File: config.mk
export PLATFORM = sky130hd
export DESIGN_NAME = div16_controller_flat
export DESIGN_NICKNAME = d
export VERILOG_FILES = /design/src/rtl/div16_if.sv /design/src/rtl/div16_controller.sv /design/src/flat_wrapper.sv
export SDC_FILE = /design/constraint.sdc
export NUM_CORES = 1
export LEC_CHECK = 0
export BUFFER_PORTS_ARGS = -buffer_cell sky130_fd_sc_hd__buf_4
export CAP_MARGIN = 20
export CORE_ASPECT_RATIO = 2
export CORE_MARGIN = 3
export CORE_UTILIZATION = 34
export CTS_CLUSTER_SIZE = 40
export DETAILED_ROUTE_END_ITERATION = 8
export GPL_TIMING_DRIVEN = 0
export PLACE_DENSITY = 0.53
export SLEW_MARGIN = 0
export SYNTH_ARGS = -nofsm -noshare
export SYNTH_HDL_FRONTEND = slang
export SYNTH_SLANG_ARGS = --single-unit
File: constraint.sdc
create_clock -name clk -period 9.49 [get_ports clk]
set_clock_uncertainty 0.15 [all_clocks]
set_input_delay 0 -clock clk [delete_from_list [all_inputs] [get_ports clk]]
set_output_delay 0 -clock clk [all_outputs]
set_load 0.05 [all_outputs]
File: src/rtl/div16_if.sv
// Handshake and data bundle between a division requester and div16_controller.
// The master drives the request and operands; the slave returns status and results.
interface div16_if #(
  parameter int WIDTH = 16
);

  logic             start;
  logic [WIDTH-1:0] dividend;
  logic [WIDTH-1:0] divisor;
  logic             ready;
  logic             busy;
  logic             done;
  logic [WIDTH-1:0] quotient;
  logic [WIDTH-1:0] remainder;
  logic             div_by_zero;
  logic             shift_left_enable_q;

  modport master (
    output start,
    output dividend,
    output divisor,
    input  ready,
    input  busy,
    input  done,
    input  quotient,
    input  remainder,
    input  div_by_zero,
    input  shift_left_enable_q
  );

  modport slave (
    input  start,
    input  dividend,
    input  divisor,
    output ready,
    output busy,
    output done,
    output quotient,
    output remainder,
    output div_by_zero,
    output shift_left_enable_q
  );

endinterface

File: src/rtl/div16_controller.sv
// Sequential unsigned divider using the non-restoring algorithm, one quotient
// bit per clock. A zero divisor short-circuits straight to DONE with all-ones
// quotient and the dividend as remainder. All status outputs are registered
// and follow the FSM state: ready in IDLE, busy in ITER/FIX, done in DONE.
module div16_controller #(
  parameter int WIDTH = 16
) (
  input logic   clk,
  input logic   rst,
  div16_if.slave bus
);

  localparam int CW = $clog2(WIDTH + 1);
  localparam logic [CW-1:0] COUNT_INIT = CW'(WIDTH);
  localparam logic [CW-1:0] COUNT_ONE  = CW'(1);

  typedef enum logic [1:0] {
    IDLE,
    ITER,
    FIX,
    DONE
  } state_t;

  state_t state;

  // The partial remainder carries one extra bit so its sign is visible and
  // the shifted value never overflows for any unsigned operand pair.
  logic [WIDTH:0]   a_reg;
  logic [WIDTH-1:0] q_reg;
  logic [WIDTH-1:0] m_reg;
  logic [CW-1:0]    count;

  logic [WIDTH:0]   a_shift;
  logic [WIDTH:0]   m_ext;
  logic [WIDTH:0]   a_step;
  logic [WIDTH:0]   a_fix;

  assign m_ext   = {1'b0, m_reg};
  assign a_shift = {a_reg[WIDTH-1:0], q_reg[WIDTH-1]};
  assign a_step  = a_reg[WIDTH] ? (a_shift + m_ext) : (a_shift - m_ext);
  assign a_fix   = a_reg[WIDTH] ? (a_reg + m_ext) : a_reg;

  // Single FSM block: state, datapath registers and registered outputs together.
  always_ff @(posedge clk) begin
    if (rst) begin
      state                   <= IDLE;
      a_reg                   <= '0;
      q_reg                   <= '0;
      m_reg                   <= '0;
      count                   <= '0;
      bus.quotient            <= '0;
      bus.remainder           <= '0;
      bus.div_by_zero         <= 1'b0;
      bus.done                <= 1'b0;
      bus.busy                <= 1'b0;
      bus.shift_left_enable_q <= 1'b0;
      bus.ready               <= 1'b1;
    end else begin
      case (state)
        IDLE: begin
          bus.done <= 1'b0;
          if (bus.start) begin
            a_reg           <= '0;
            q_reg           <= bus.dividend;
            m_reg           <= bus.divisor;
            count           <= COUNT_INIT;
            bus.div_by_zero <= 1'b0;
            bus.ready       <= 1'b0;
            if (bus.divisor == '0) begin
              bus.quotient            <= '1;
              bus.remainder           <= bus.dividend;
              bus.div_by_zero         <= 1'b1;
              bus.done                <= 1'b1;
              bus.busy                <= 1'b0;
              bus.shift_left_enable_q <= 1'b0;
              state                   <= DONE;
            end else begin
              bus.busy                <= 1'b1;
              bus.shift_left_enable_q <= 1'b1;
              state                   <= ITER;
            end
          end
        end

        ITER: begin
          a_reg <= a_step;
          q_reg <= {q_reg[WIDTH-2:0], ~a_step[WIDTH]};
          count <= count - COUNT_ONE;
          if (count == COUNT_ONE) begin
            bus.shift_left_enable_q <= 1'b0;
            state                   <= FIX;
          end
        end

        FIX: begin
          a_reg         <= a_fix;
          bus.quotient  <= q_reg;
          bus.remainder <= a_fix[WIDTH-1:0];
          bus.busy      <= 1'b0;
          bus.done      <= 1'b1;
          state         <= DONE;
        end

        DONE: begin
          bus.done  <= 1'b0;
          bus.ready <= 1'b1;
          state     <= IDLE;
        end

        default: begin
          bus.done                <= 1'b0;
          bus.busy                <= 1'b0;
          bus.shift_left_enable_q <= 1'b0;
          bus.ready               <= 1'b1;
          state                   <= IDLE;
        end
      endcase
    end
  end

endmodule

File: src/flat_wrapper.sv
// flat-port wrapper written by rule: the top's interface ports become plain ports
module div16_controller_flat 
#(
  parameter int WIDTH = 16
)
  (clk, rst, bus_start, bus_dividend, bus_divisor, bus_ready, bus_busy, bus_done, bus_quotient, bus_remainder, bus_div_by_zero, bus_shift_left_enable_q);
  div16_if #(.WIDTH(WIDTH)) bus_i ();
  input logic clk;
  input logic rst;
  input wire logic [$bits(bus_i.start)-1:0] bus_start;
  input wire logic [$bits(bus_i.dividend)-1:0] bus_dividend;
  input wire logic [$bits(bus_i.divisor)-1:0] bus_divisor;
  output wire logic [$bits(bus_i.ready)-1:0] bus_ready;
  output wire logic [$bits(bus_i.busy)-1:0] bus_busy;
  output wire logic [$bits(bus_i.done)-1:0] bus_done;
  output wire logic [$bits(bus_i.quotient)-1:0] bus_quotient;
  output wire logic [$bits(bus_i.remainder)-1:0] bus_remainder;
  output wire logic [$bits(bus_i.div_by_zero)-1:0] bus_div_by_zero;
  output wire logic [$bits(bus_i.shift_left_enable_q)-1:0] bus_shift_left_enable_q;
  assign bus_i.start = bus_start;
  assign bus_i.dividend = bus_dividend;
  assign bus_i.divisor = bus_divisor;
  assign bus_ready = bus_i.ready;
  assign bus_busy = bus_i.busy;
  assign bus_done = bus_i.done;
  assign bus_quotient = bus_i.quotient;
  assign bus_remainder = bus_i.remainder;
  assign bus_div_by_zero = bus_i.div_by_zero;
  assign bus_shift_left_enable_q = bus_i.shift_left_enable_q;
  div16_controller #(.WIDTH(WIDTH)) u_core (.clk(clk), .rst(rst), .bus(bus_i));
endmodule
# Yosys cells after proc, flatten, opt, wreduce, memory -nomap -nowiden
# Cells that the tools add are included.
[word_totals]
ff_bits = 93
inputBits = 35
output_inout_bits = 37
wordCells = 67
[op_classes]
n_addsub = 4
n_eq_ne = 7
n_mux = 28
bitwise_logic = 1
reduce_logical = 15
[ops]
columns = ["operator", "count"]
rows = [
  ["case mux 16 bit (2 select lines)", 3],
  ["2-to-1 mux 16 bit", 5],
  ["2-to-1 mux 17 bit", 3],
  ["case mux 17 bit (3 select lines)", 1],
  ["adder 17 x 16 -> 17 bit", 2],
  ["subtractor 17 x 16 -> 17 bit", 1],
  ["logical NOT 16 bit", 1],
  ["AND reduction 2 bit", 6],
  ["case mux 5 bit (2 select lines)", 1],
  ["case mux 2 bit (4 select lines)", 1],
  ["2-to-1 mux 1 bit", 6],
  ["2-to-1 mux 2 bit", 3],
  ["case mux 1 bit (2 select lines)", 3],
  ["AND reduction 3 bit", 2],
  ["nonzero test 2 bit", 3],
  ["nonzero test 3 bit", 2],
  ["equality test 5 x 1 -> 1 bit (second input constant)", 1],
  ["2-to-1 mux 5 bit", 1],
  ["subtractor 5 x 1 -> 5 bit (second input constant)", 1],
  ["equality test 2 bit (second input constant)", 2],
  ["inequality test 2 x 1 -> 1 bit (second input constant)", 2],
  ["case mux 1 bit (3 select lines)", 1],
  ["equality test 2 x 1 -> 1 bit (second input constant)", 1],
  ["logical NOT 2 bit", 1],
  ["other kinds (2)", 2],
]

# Depth between registers and ports, before layout
[depth]
ltp_word = 4
mapped_depth = 14
ltp_nobuf = 13

# Least setup slack after synthesis
# Ideal clock, no wire load.
[synth_timing]
path_kind = "reg-to-reg"
start = "register u_core.a_reg[16]"
end = "register u_core.a_reg[14]"
setup_time_ns = 0.070
arrival_ns = 3.072
t_required_ns = 9.270
setup_slack_ns = 6.198
path_stages_with_launch = 15
n_path_buf = 3
synth_period_minus_slack_ns = 3.292
cell_sequence = "dfxtp_1 > clkbuf_1 > buf_1 > nor2_1 > nor2_1 > o21ai_0 > xor2_1 > ha_1 > clkbuf_1 > and3_1 > and3b_1 > o21a_1 > or4_1 > nand3_1 > o21bai_1"
[synth_via]
elab_chain_cells = 2
word_cells_on_any_way = 3
classes_between = "mux (3)"
[synth_lines]
columns = ["element", "line_no", "text"]
rows = [
  ["start: declaration", "div16_controller.sv:28", "logic [WIDTH:0] a_reg;"],
  ["start signal: assignment", "div16_controller.sv:86", "a_reg <= a_step;"],
  ["start signal: assignment", "div16_controller.sv:96", "a_reg <= a_fix;"],
  ["2-to-1 mux 17 bit (on tied branches)", "div16_controller.sv:41, div16_controller.sv:40", ""],
  ["case mux 17 bit (3 select lines) (*)", "div16_controller.sv:59", "case (state)"],
]
# Mark *: on every way between the ends. The rest lies on a longest branch, timed or not.
# A chain may end at the register's enable or synchronous reset.

# Worst setup path in the final report
# Ends and elaborated chain as after synthesis.

==> metrics.txt <==
worst-case reg-to-reg path depth=14; Post-Place Cells=1056; deepest clock path buffer count=2; Post-synth EDFFs=0; gpl congestion=0.9407; Hold Startpoint=rst; register area share after synthesis=30.98%; DRC violations left=0; final worst setup slack=4.903 ns; status=completed; cts bufs inserted=9; Critical Path Source Type=flip-flop; GRT Total Usage=22.84%; site row count=68; port bufs=70; DP Wirelength=17970 µm; total power=0.002100 W; area of the multi-input gates=3913 µm²; most frequent cells in the layout=105 x nand2_1, 101 x a21oi_1, 93 x dfxtp_1; max reg flops=17; Root Driver=clkbuf_16; post-route insts no fill=1105; I/O pin count=72; vias in the first global route=6097; Hold Path Class=input pin to flip-flop; Most Crowded Layer GR=met2; GR Overflow Total=0; Final TNS setup=0 ns; Synthesized Nets=854; WL final=22490 µm; Via density=5.656; RSZ-0062 raised after global routing=false; FF+latch area=1862 µm²; Synth Instances=776; Lkg Pwr=2.981 nW; Tmin final=4.587 ns; layout cell share with drive strength beyond 1=11.06%; post-route ant nets=0; area share of the largest cell type after synthesis=30.98%; DP Area=6798 µm²; critical path cell sequence=clkbuf_1, buf_1, nor2_1, nor2_1, o21ai_0, xor2_1, ha_1, clkbuf_1, and3_1, and3b_1, o21a_1, o311ai_0, nand3_1, o21bai_1; H-tree Lvls=3; reg-to-reg slack, setup=4.90 ns; CP Capture Type=flip-flop; Reg clk slew, reported paths=0.07 ns; Max-slew headroom=47.38%; most common library cell in the layout ignoring fill and taps=nand2_1; fin crit share=48.34%; Ys Warns=0; critical path's largest stage delay=0.55 ns; flops & latches, synth=93; top achievable clock speed=218.0 MHz; Die Height=194.0 µm; initial antenna violation count=0; R2R Path End=u_core.a_reg[14]; Core ar.=17270 µm²; Initial Util=34.79%; Worst-Skew Late Latency=0.35 ns; kind of critical path=flip-flop to flip-flop; synthesized cell area=6010 µm²; number of distinct library cells after synthesis=71; post-CTS setup buffers=0; clock tree sinks=93; GR Util met1=22.63%; Setup crit start=u_core.a_reg[16]; largest area contributor in the netlist=dfxtp_1; Inserted Diodes=0; worst r2r src=u_core.a_reg[16]; Final #Nets=968; largest net degree at the start of global routing=18; die width=100.0 µm; Async SR Flop Fraction=0%; main area contributors after synthesis=dfxtp_1 31%, ha_1 8.5%, a21oi_1 8.4%; Hold Crit Depth=3; peak supply drop=0.0001039 V; P&R area growth vs syn=24.09%; TritonRoute pass-1 iters=5; Slew Limit Fails=0; WP data required=9.56 ns; Slew @ Worst Pin=0.7894 ns; final instance area=7457 µm²; Crit path arrival time=4.66 ns; ys flop type=dfxtp_1; detailed router's first-iteration violation count=302; first-pass GRT wire length=34220 µm; Filler Cells Inserted=1832; pre-CTS setup slack=4.936 ns; GRT met2 Usage=42.33%; Avg Cell Area, Syn=7.744 µm²; Worst Path Max Fanout=10; endpoints failing hold=0; Power Density=281.6 nW/µm²; post-DR wirelength/cell=20.36 µm; Slowest-stage cell, CP=clkbuf_1; Vias=6250; Worst Hold End=u_core.bus.remainder[6]; total of max-cap violations=0; Final setup violation count=0; TritonCTS clock tree=yes; met3 usage=2.161%; die area=19400 µm²
where the power goes:
group | internal [W] | switching [W] | leakage (nW)
clock | 0.000235 | 0.000171 | 0.161
combinational | 0.000389 | 0.000707 | 2.06
sequential | 0.000488 | 0.000111 | 0.759
total | 0.00111 | 0.000988 | 2.98
layout make-up:
cell class                      count  share of cell area [%]
Multi-Input combinational cell    621                   52.47
Sequential cell                    93                   24.97
Timing Repair Buffer              103                   11.48
Tap cell                          210                   3.523
Clock buffer                        9                   3.020
Buffer                             41                   2.097
Clock inverter                      7                   1.393
Inverter                           21                   1.057
stage by stage:
stage	hold slack, ns	utilization (%)
floorplan	-0.01403	-
global placement	0.1149	39.36
detailed placement	0.1182	39.36
CTS	0.04724	43.18
global route	0.1147	43.18
finish	0.04752	43.18
what timing repair did:
action,4_1_cts,5_1_grt
gates resized for setup,0,0
endpoints found under the hold margin,49,0
hold buffers,33,0
routing by layer:
| metal | vias to the layer above | wire (µm) |
|---|---|---|
| li1 | 3076 | - |
| met1 | 2924 | 7927 |
| met2 | 171 | 12090 |
| met3 | 79 | 593 |
| met4 | 0 | 1877 |
| met5 | - | 0 |
cell usage after synthesis, drive strengths merged (7+ instances only):
master  instances
and3            8
a21o           12
dfxtp          93
nand3          17
a211oi         34
o21ai          52
clkbuf         32
nor3           17
nor2           70
nor4            7
xor2           14
buf             9
a21oi         101
nand4           9
nand2         105
ha             41
mux2i          18
xnor2          14
inv            21
o211ai          7
logic make-up after synthesis:
family,synth area share [%]
simple gates,20.68
compound gates,27.65
flops,30.98
buf+inv,3.914
fa+ha+maj,9.203
xor+xnor,4.206
mux,3.373
critical path, delay by kind of cell (launching register included):
family / cells / cell delay [ns]
adders and majority gates: 1 / 0.27
DFF: 1 / 0.48
and+or+nand+nor: 5 / 1.15
xor gates and xnor gates: 1 / 0.17
AOI/OAI and AO/OA: 4 / 0.90
buffers and inverters: 3 / 1.30
how the worst max path moves through the flow:
stage,end,cells after the start
detailed placement,u_core.a_reg[14],14
floorplan,u_core.a_reg[14],14
CTS,u_core.a_reg[14],14
global route,u_core.a_reg[16],14
global placement,u_core.a_reg[14],14
finish,u_core.a_reg[14],14
Power figures use the tool's default switching activity.
